==> config.mk <==
export PLATFORM = sky130hd
export DESIGN_NAME = game_level_fsm
export DESIGN_NICKNAME = d
export VERILOG_FILES = /design/src/rtl/game_level_fsm_pkg.sv /design/src/rtl/game_level_fsm_level_timer.sv /design/src/rtl/game_level_fsm.sv
export SDC_FILE = /design/constraint.sdc
export NUM_CORES = 1
export LEC_CHECK = 0
export CAP_MARGIN = 10
export CORE_ASPECT_RATIO = 1.25
export CORE_MARGIN = 2
export CORE_UTILIZATION = 40
export DETAILED_ROUTE_END_ITERATION = 8
export GPL_TIMING_DRIVEN = 1
export PLACE_DENSITY_LB_ADDON = 0.12
export SLEW_MARGIN = 20
export SYNTH_ARGS = -nofsm -noshare
export SYNTH_HDL_FRONTEND = slang
export SYNTH_SLANG_ARGS = --single-unit
==> constraint.sdc <==
create_clock -name i_clk -period 3.6 [get_ports i_clk]
set_clock_uncertainty 0.2 [all_clocks]
set_input_delay 0.72 -clock i_clk [delete_from_list [all_inputs] [get_ports i_clk]]
set_output_delay 0.72 -clock i_clk [all_outputs]
set_load 0.005 [all_outputs]
==> src/rtl/game_level_fsm_pkg.sv <==
// ---------------------------------------------------------------------------
// game_level_fsm_pkg
// Definitions shared by the game-progress controller and the VGA top level:
// the one-hot game state encodings, the field widths of the level/kill
// outputs, and small decode helpers that turn a game state into the level
// number and zombie spawn enable.
// ---------------------------------------------------------------------------
package game_level_fsm_pkg;

    localparam int STATE_W = 8;
    localparam int LEVEL_W = 2;
    localparam int KILL_W  = 8;
    localparam int TOTAL_W = 16;

    // One-hot game states. The VGA top picks its screen straight from these bits.
    typedef enum logic [STATE_W-1:0] {
        ST_I     = 8'h80,
        ST_L1    = 8'h40,
        ST_NL2   = 8'h20,
        ST_L2    = 8'h10,
        ST_NL3   = 8'h08,
        ST_L3    = 8'h04,
        ST_DONEL = 8'h02,
        ST_DONEW = 8'h01
    } gameState_t;

    // Level shown to the player: an intermission already reports the level it leads into.
    function automatic logic [LEVEL_W-1:0] levelOf(input gameState_t s);
        logic [LEVEL_W-1:0] lvl;
        lvl = '0;
        case (s)
            ST_L1:          lvl = 2'd1;
            ST_NL2, ST_L2:  lvl = 2'd2;
            ST_NL3, ST_L3:  lvl = 2'd3;
            default:        lvl = 2'd0;
        endcase
        return lvl;
    endfunction

    // Zombies only spawn while a level is actually being played.
    function automatic logic spawnOf(input gameState_t s);
        return (s == ST_L1) || (s == ST_L2) || (s == ST_L3);
    endfunction

endpackage

==> src/rtl/game_level_fsm_level_timer.sv <==
// ---------------------------------------------------------------------------
// level_timer
// Intermission timer: a TMR_W-bit up-counter with synchronous clear and
// count enable, flagging its terminal count at NL_HOLD-1.
// Ports:
//   i_clk       system clock
//   i_reset_n   synchronous reset, active-low
//   i_clear     return the count to zero (wins over i_enable)
//   i_enable    advance the count by one
//   o_terminal  high while the count equals NL_HOLD-1
// ---------------------------------------------------------------------------
module level_timer #(
    parameter int NL_HOLD = 200_000_000,
    parameter int TMR_W   = 28
) (
    input  logic i_clk,
    input  logic i_reset_n,
    input  logic i_clear,
    input  logic i_enable,
    output logic o_terminal
);

    localparam logic [TMR_W-1:0] HOLD_LAST = TMR_W'(NL_HOLD - 1);

    logic [TMR_W-1:0] r_count;

    // The count only ever runs inside an intermission; the controller clears it
    // everywhere else, so each intermission starts its wait from zero.
    always_ff @(posedge i_clk) begin
        if (!i_reset_n) begin
            r_count <= '0;
        end else if (i_clear) begin
            r_count <= '0;
        end else if (i_enable) begin
            r_count <= r_count + TMR_W'(1);
        end
    end

    // Terminal flag is a plain compare so the controller can leave on this very cycle.
    assign o_terminal = (r_count == HOLD_LAST);

endmodule

==> src/rtl/game_level_fsm.sv <==
// ---------------------------------------------------------------------------
// game_level_fsm
// Game-progress controller ahead of the VGA top level. Walks the player from
// idle through three levels with timed intermissions, ending on a lose or win
// screen, and keeps the per-level and total kill counts.
// Ports:
//   i_clk              system clock (100 MHz)
//   i_reset_n          synchronous reset, active-low
//   i_select_pulse     one-cycle debounced select (start / skip / restart)
//   i_zombie_killed    one-cycle pulse per zombie destroyed
//   i_zombie_breach    one-cycle pulse when a zombie reaches the house
//   o_state            one-hot game state
//   o_level            0 = idle/done, else current or upcoming level
//   o_spawn_en         zombie generator enable, high only in L1..L3
//   o_level_kills      kills in the current level, saturating at 8'hFF
//   o_zombies_killed   kills since the last start, saturating at 16'hFFFF
// ---------------------------------------------------------------------------
module game_level_fsm
    import game_level_fsm_pkg::*;
#(
    parameter int KILLS_L1 = 5,
    parameter int KILLS_L2 = 10,
    parameter int KILLS_L3 = 15,
    parameter int NL_HOLD  = 200_000_000,
    parameter int TMR_W    = 28
) (
    input  logic               i_clk,
    input  logic               i_reset_n,
    input  logic               i_select_pulse,
    input  logic               i_zombie_killed,
    input  logic               i_zombie_breach,
    output logic [STATE_W-1:0] o_state,
    output logic [LEVEL_W-1:0] o_level,
    output logic               o_spawn_en,
    output logic [KILL_W-1:0]  o_level_kills,
    output logic [TOTAL_W-1:0] o_zombies_killed
);

    localparam logic [KILL_W-1:0] GOAL_L1 = KILL_W'(KILLS_L1);
    localparam logic [KILL_W-1:0] GOAL_L2 = KILL_W'(KILLS_L2);
    localparam logic [KILL_W-1:0] GOAL_L3 = KILL_W'(KILLS_L3);

    logic [STATE_W-1:0] r_state;
    logic [LEVEL_W-1:0] r_level;
    logic               r_spawnEn;
    logic [KILL_W-1:0]  r_levelKills;
    logic [TOTAL_W-1:0] r_zombiesKilled;

    gameState_t         w_nextState;
    logic [LEVEL_W-1:0] w_level;
    logic               w_spawnEn;
    logic               w_countKill;
    logic               w_clearAll;
    logic               w_nlExit;
    logic               w_inNl;
    logic               w_timerDone;
    logic [KILL_W-1:0]  w_levelKillsInc;
    logic [TOTAL_W-1:0] w_zombiesKilledInc;

    // Saturating increments: both counters hold at all-ones instead of wrapping.
    assign w_levelKillsInc    = (r_levelKills == '1) ? r_levelKills : r_levelKills + KILL_W'(1);
    assign w_zombiesKilledInc = (r_zombiesKilled == '1) ? r_zombiesKilled : r_zombiesKilled + TOTAL_W'(1);

    // The intermission timer runs only in NL2/NL3 and is held at zero otherwise,
    // and is also cleared on the exit edge so the next intermission starts fresh.
    level_timer #(
        .NL_HOLD (NL_HOLD),
        .TMR_W   (TMR_W)
    ) u_levelTimer (
        .i_clk      (i_clk),
        .i_reset_n  (i_reset_n),
        .i_clear    (!w_inNl || w_nlExit),
        .i_enable   (w_inNl),
        .o_terminal (w_timerDone)
    );

    // State register. Level and spawn enable are decoded from the next state and
    // registered on the same edge so they never lag the state by a cycle.
    always_ff @(posedge i_clk) begin
        if (!i_reset_n) begin
            r_state   <= ST_I;
            r_level   <= '0;
            r_spawnEn <= 1'b0;
        end else begin
            r_state   <= w_nextState;
            r_level   <= w_level;
            r_spawnEn <= w_spawnEn;
        end
    end

    // Next-state logic. Breach beats kill in a level; a kill that reaches the
    // level goal moves on in the same edge that counts it. Anything that is
    // not one of the eight one-hot codes (upset, X) falls back to idle.
    always_comb begin
        w_nextState = gameState_t'(r_state);
        w_countKill = 1'b0;
        w_clearAll  = 1'b0;
        w_nlExit    = 1'b0;
        w_inNl      = 1'b0;
        case (r_state)
            ST_I: begin
                if (i_select_pulse) begin
                    w_nextState = ST_L1;
                    w_clearAll  = 1'b1;
                end
            end
            ST_L1: begin
                if (i_zombie_breach) begin
                    w_nextState = ST_DONEL;
                end else if (i_zombie_killed) begin
                    w_countKill = 1'b1;
                    if (w_levelKillsInc == GOAL_L1) begin
                        w_nextState = ST_NL2;
                    end
                end
            end
            ST_L2: begin
                if (i_zombie_breach) begin
                    w_nextState = ST_DONEL;
                end else if (i_zombie_killed) begin
                    w_countKill = 1'b1;
                    if (w_levelKillsInc == GOAL_L2) begin
                        w_nextState = ST_NL3;
                    end
                end
            end
            ST_L3: begin
                if (i_zombie_breach) begin
                    w_nextState = ST_DONEL;
                end else if (i_zombie_killed) begin
                    w_countKill = 1'b1;
                    if (w_levelKillsInc == GOAL_L3) begin
                        w_nextState = ST_DONEW;
                    end
                end
            end
            ST_NL2: begin
                w_inNl = 1'b1;
                if (i_select_pulse || w_timerDone) begin
                    w_nextState = ST_L2;
                    w_nlExit    = 1'b1;
                end
            end
            ST_NL3: begin
                w_inNl = 1'b1;
                if (i_select_pulse || w_timerDone) begin
                    w_nextState = ST_L3;
                    w_nlExit    = 1'b1;
                end
            end
            ST_DONEL, ST_DONEW: begin
                if (i_select_pulse) begin
                    w_nextState = ST_I;
                end
            end
            default: begin
                w_nextState = ST_I;
            end
        endcase
    end

    // Output decode, taken from the next state so the registered copies line up with it.
    always_comb begin
        w_level   = levelOf(w_nextState);
        w_spawnEn = spawnOf(w_nextState);
    end

    // Kill counters. A new game clears both; leaving an intermission clears only
    // the per-level count so the running total survives into the next level.
    always_ff @(posedge i_clk) begin
        if (!i_reset_n) begin
            r_levelKills    <= '0;
            r_zombiesKilled <= '0;
        end else if (w_clearAll) begin
            r_levelKills    <= '0;
            r_zombiesKilled <= '0;
        end else if (w_countKill) begin
            r_levelKills    <= w_levelKillsInc;
            r_zombiesKilled <= w_zombiesKilledInc;
        end else if (w_nlExit) begin
            r_levelKills    <= '0;
        end
    end

    assign o_state          = r_state;
    assign o_level          = r_level;
    assign o_spawn_en       = r_spawnEn;
    assign o_level_kills    = r_levelKills;
    assign o_zombies_killed = r_zombiesKilled;

endmodule

==> reports/metrics.yaml <==
outcome: "completed"
timing.max_cap.violations: 0
h-tree-depth: 3
area_of_the_mapped_netlist_um2: 3230
final_core_occ: 0.496
ys_warn_count: 0
grt.met1_usage: 0.208
wire_length_of_the_first_global_routing_pass_um: 12800
report.final.setup_viol: 0
min-delay-path-class: "flop to flop"
criticalPathCategory: "flop to flop"
timing.hold.ws_ns: 0.238
post_synth_num_cell_types: 53
port_buffers: 39
core_region_area_um2: 7840
grt_antenna_before_repair: 0
muxShareOfSynthArea: 0.00310
initialDrtViolationCount: 98
synth-edff-count: 0
post-route-drc-count: 0
slew-limit-headroom: 0.507
diodes: 0
gr-usage-met2: 0.315
min_clock_period_post_route_ns: 2.71
postSynth.topFlopCell: "sky130_fd_sc_hd__dfxtp_1"
fmax_ghz: 0.369
net_count_after_synthesis: 398
areaGrowthSynthToFinish_pct: 20.2
finalWirelength_um: 7430
irDropWorstVdd_v: 0.000223
floorplan.die.width_um: 84.4
postCtsResizedCells: 0
syn-instance-count: 390
clock_insertion_delay_worst_skew_ns: 0.34
ctsRootBufferMaster: "sky130_fd_sc_hd__clkbuf_8"
drt-vias-per-instance: 5.39
mostFrequentLayoutCells: "sky130_fd_sc_hd__nor2_1, sky130_fd_sc_hd__dfxtp_1, sky130_fd_sc_hd__clkdlybuf4s50_1"
post_dp_hpwl_um: 5410
cts.reportedPaths.clkPinSlew_ns: 0.07
number_of_buffers_inserted_by_post_cts_setup_repair: 0
tritoncts_clock_tree: "yes"
drt_first_pass_iters: 4
hold_viol: 0
finish.net_count: 436
synth-compound-area-share: 0.114
clock_sink_count: 63
starting_density_of_the_core: 0.412
worst_ep_required_time_ns: 3.66
power-per-cell-area_nw_per_um2: 365
post_synth_fa_ha_maj_area_fraction: 0.0116
routedWlPerCell_um: 14.1
syn_area_per_cell_um2: 8.29
drive_gt1_frac: 0.0670
row_count: 36
synth_xor_area_frac: 0.122
top_usage_layer: "met2"
finish.cell_count_without_fillers: 528
cts_made_buffers: 9
grt_overflow: 0
ys_ff_latch: 63
async_reset_ff_frac: 0
synth_top_family_by_area: "simple AND/OR/NAND/NOR gates"
route.antenna.remaining_nets: 0
globalRouteTotalUtil: 0.177
gp_congestion: 0.855
total_power_mw: 1.42
final.setup.tns_ns: 0
first_global_vias: 2733
die_area_um2: 8820
cp.arrival_ns: 2.77
timing.final.crit_share: 0.753
timing.final.max_slew_violations: 0
cp-end-kind: "flop"
cp-start-kind: "flop"
synth-seq-area-share: 0.390
cts_hold_buffers: 0
worst-slew-pin-transition_ns: 0.737
grt_max_degree: 28
design.portCount: 40
route.vias.total: 2848
most_frequent_standard_cell_in_the_layout_excluding_fill_and_tap_cells: "sky130_fd_sc_hd__nor2_1"
yosys.area_share.simple: 0.323
crit_fanout: 10
die_height_um: 104
leakagePower_nw: 1.20
grt_setup_unrepaired: "no"
fill_cells: 792
groute.layer.met3.usage: 0.0317
placedCellCount: 512
cts_max_path_buffers: 2
state kept, by name (all words and copies together) (netlist names):
name,cells
o_level,2
o_level_kills,8
o_spawn_en,1
o_state,8
o_zombies_killed,16
u_levelTimer.r_count,28
synth_stat cells, drive strengths merged, types with 2 or more instances:
library cell | number | area (um2)
a211oi | 4 | 35.0
and3 | 6 | 37.5
or3 | 5 | 31.3
a31oi | 5 | 31.3
nand3 | 17 | 85.1
buf | 5 | 43.8
or4 | 2 | 15.0
ha | 3 | 37.5
nand2b | 4 | 25.0
and2 | 7 | 43.8
o2111a | 3 | 33.8
dfxtp | 63 | 1260
o21a | 2 | 15.0
a41oi | 2 | 17.5
nor2 | 65 | 244
a22oi | 3 | 22.5
nand4 | 16 | 100
nor3b | 2 | 15.0
clkbuf | 9 | 33.8
nand2 | 28 | 105
nor2b | 3 | 18.8
inv | 10 | 37.5
xnor2 | 25 | 219
or2 | 2 | 12.5
nor4 | 9 | 62.6
a21oi | 15 | 75.1
nor3 | 21 | 121
and4 | 9 | 82.6
o21ai | 10 | 50.0
xor2 | 20 | 175
o211ai | 2 | 20.0
where the power goes:
group          total [mW]  internal (mW)  switching [mW]
Sequential          0.709          0.702         0.00688
Combinational      0.0707         0.0278          0.0429
Clock               0.637          0.356           0.281
Total                1.42           1.09           0.331
per-stage QoR:
step / setup slack (ns) / area, um2
after global routing: 0.719 / 3890
after global placement: 0.831 / 3680
after floorplan: 1.14 / 3230
after detailed placement: 0.808 / 3680
final: 0.890 / 3890
after CTS: 0.910 / 3890
critical path: stages, from the launching register on:
cell and delay [ns]:
sky130_fd_sc_hd__dfxtp_1 0.51, sky130_fd_sc_hd__ha_1 0.37, sky130_fd_sc_hd__and4_4 0.32, sky130_fd_sc_hd__a21oi_1 0.08, sky130_fd_sc_hd__o2111a_1 0.30, sky130_fd_sc_hd__nor3b_1 0.18
sky130_fd_sc_hd__or4_1 0.43, sky130_fd_sc_hd__a311oi_2 0.24
cell families after synthesis:
| group | Yosys count |
|---|---|
| AND/OR/NAND/NOR | 201 |
| flip-flops | 63 |
| AO/OA/AOI/OAI | 53 |
| XOR/XNOR | 45 |
| buffers and inverters | 24 |
| adder cells (fa/ha/maj) | 3 |
| multiplexers | 1 |
metal layers:
| layer | up-vias | part of all wire |
|---|---|---|
| li1 | 1457 | - |
| met1 | 1332 | 0.44 |
| met2 | 48 | 0.52 |
| met3 | 11 | 0.025 |
| met4 | 0 | 0.016 |
| met5 | - | 0 |
area by class of cell:
type | count | area (um2) | area share
clock buffer | 11 | 151 | 0.0390
clock inverter | 5 | 56.3 | 0.0145
inverter | 10 | 37.5 | 0.00966
multi-input combinational | 303 | 1860 | 0.477
sequential | 63 | 1260 | 0.325
tap | 95 | 119 | 0.0306
timing repair buffer | 41 | 405 | 0.104
worst paths after layout:
| path | start | end | slack, ns | depth (start not counted) |
|---|---|---|---|---|
| min | u_levelTimer.r_count[0]$_SDFFE_PP0N_ | u_levelTimer.r_count[0]$_SDFFE_PP0N_ | 0.24 | 1 |
| min reg2reg | u_levelTimer.r_count[0]$_SDFFE_PP0N_ | u_levelTimer.r_count[0]$_SDFFE_PP0N_ | 0.24 | 1 |
| max reg2reg | o_level_kills[0]$_SDFFE_PP0P_ | o_state[1]$_SDFF_PN0_ | 0.89 | 7 |
| max | o_level_kills[0]$_SDFFE_PP0P_ | o_state[1]$_SDFF_PN0_ | 0.89 | 7 |
(Power assumes the default switching activity.)
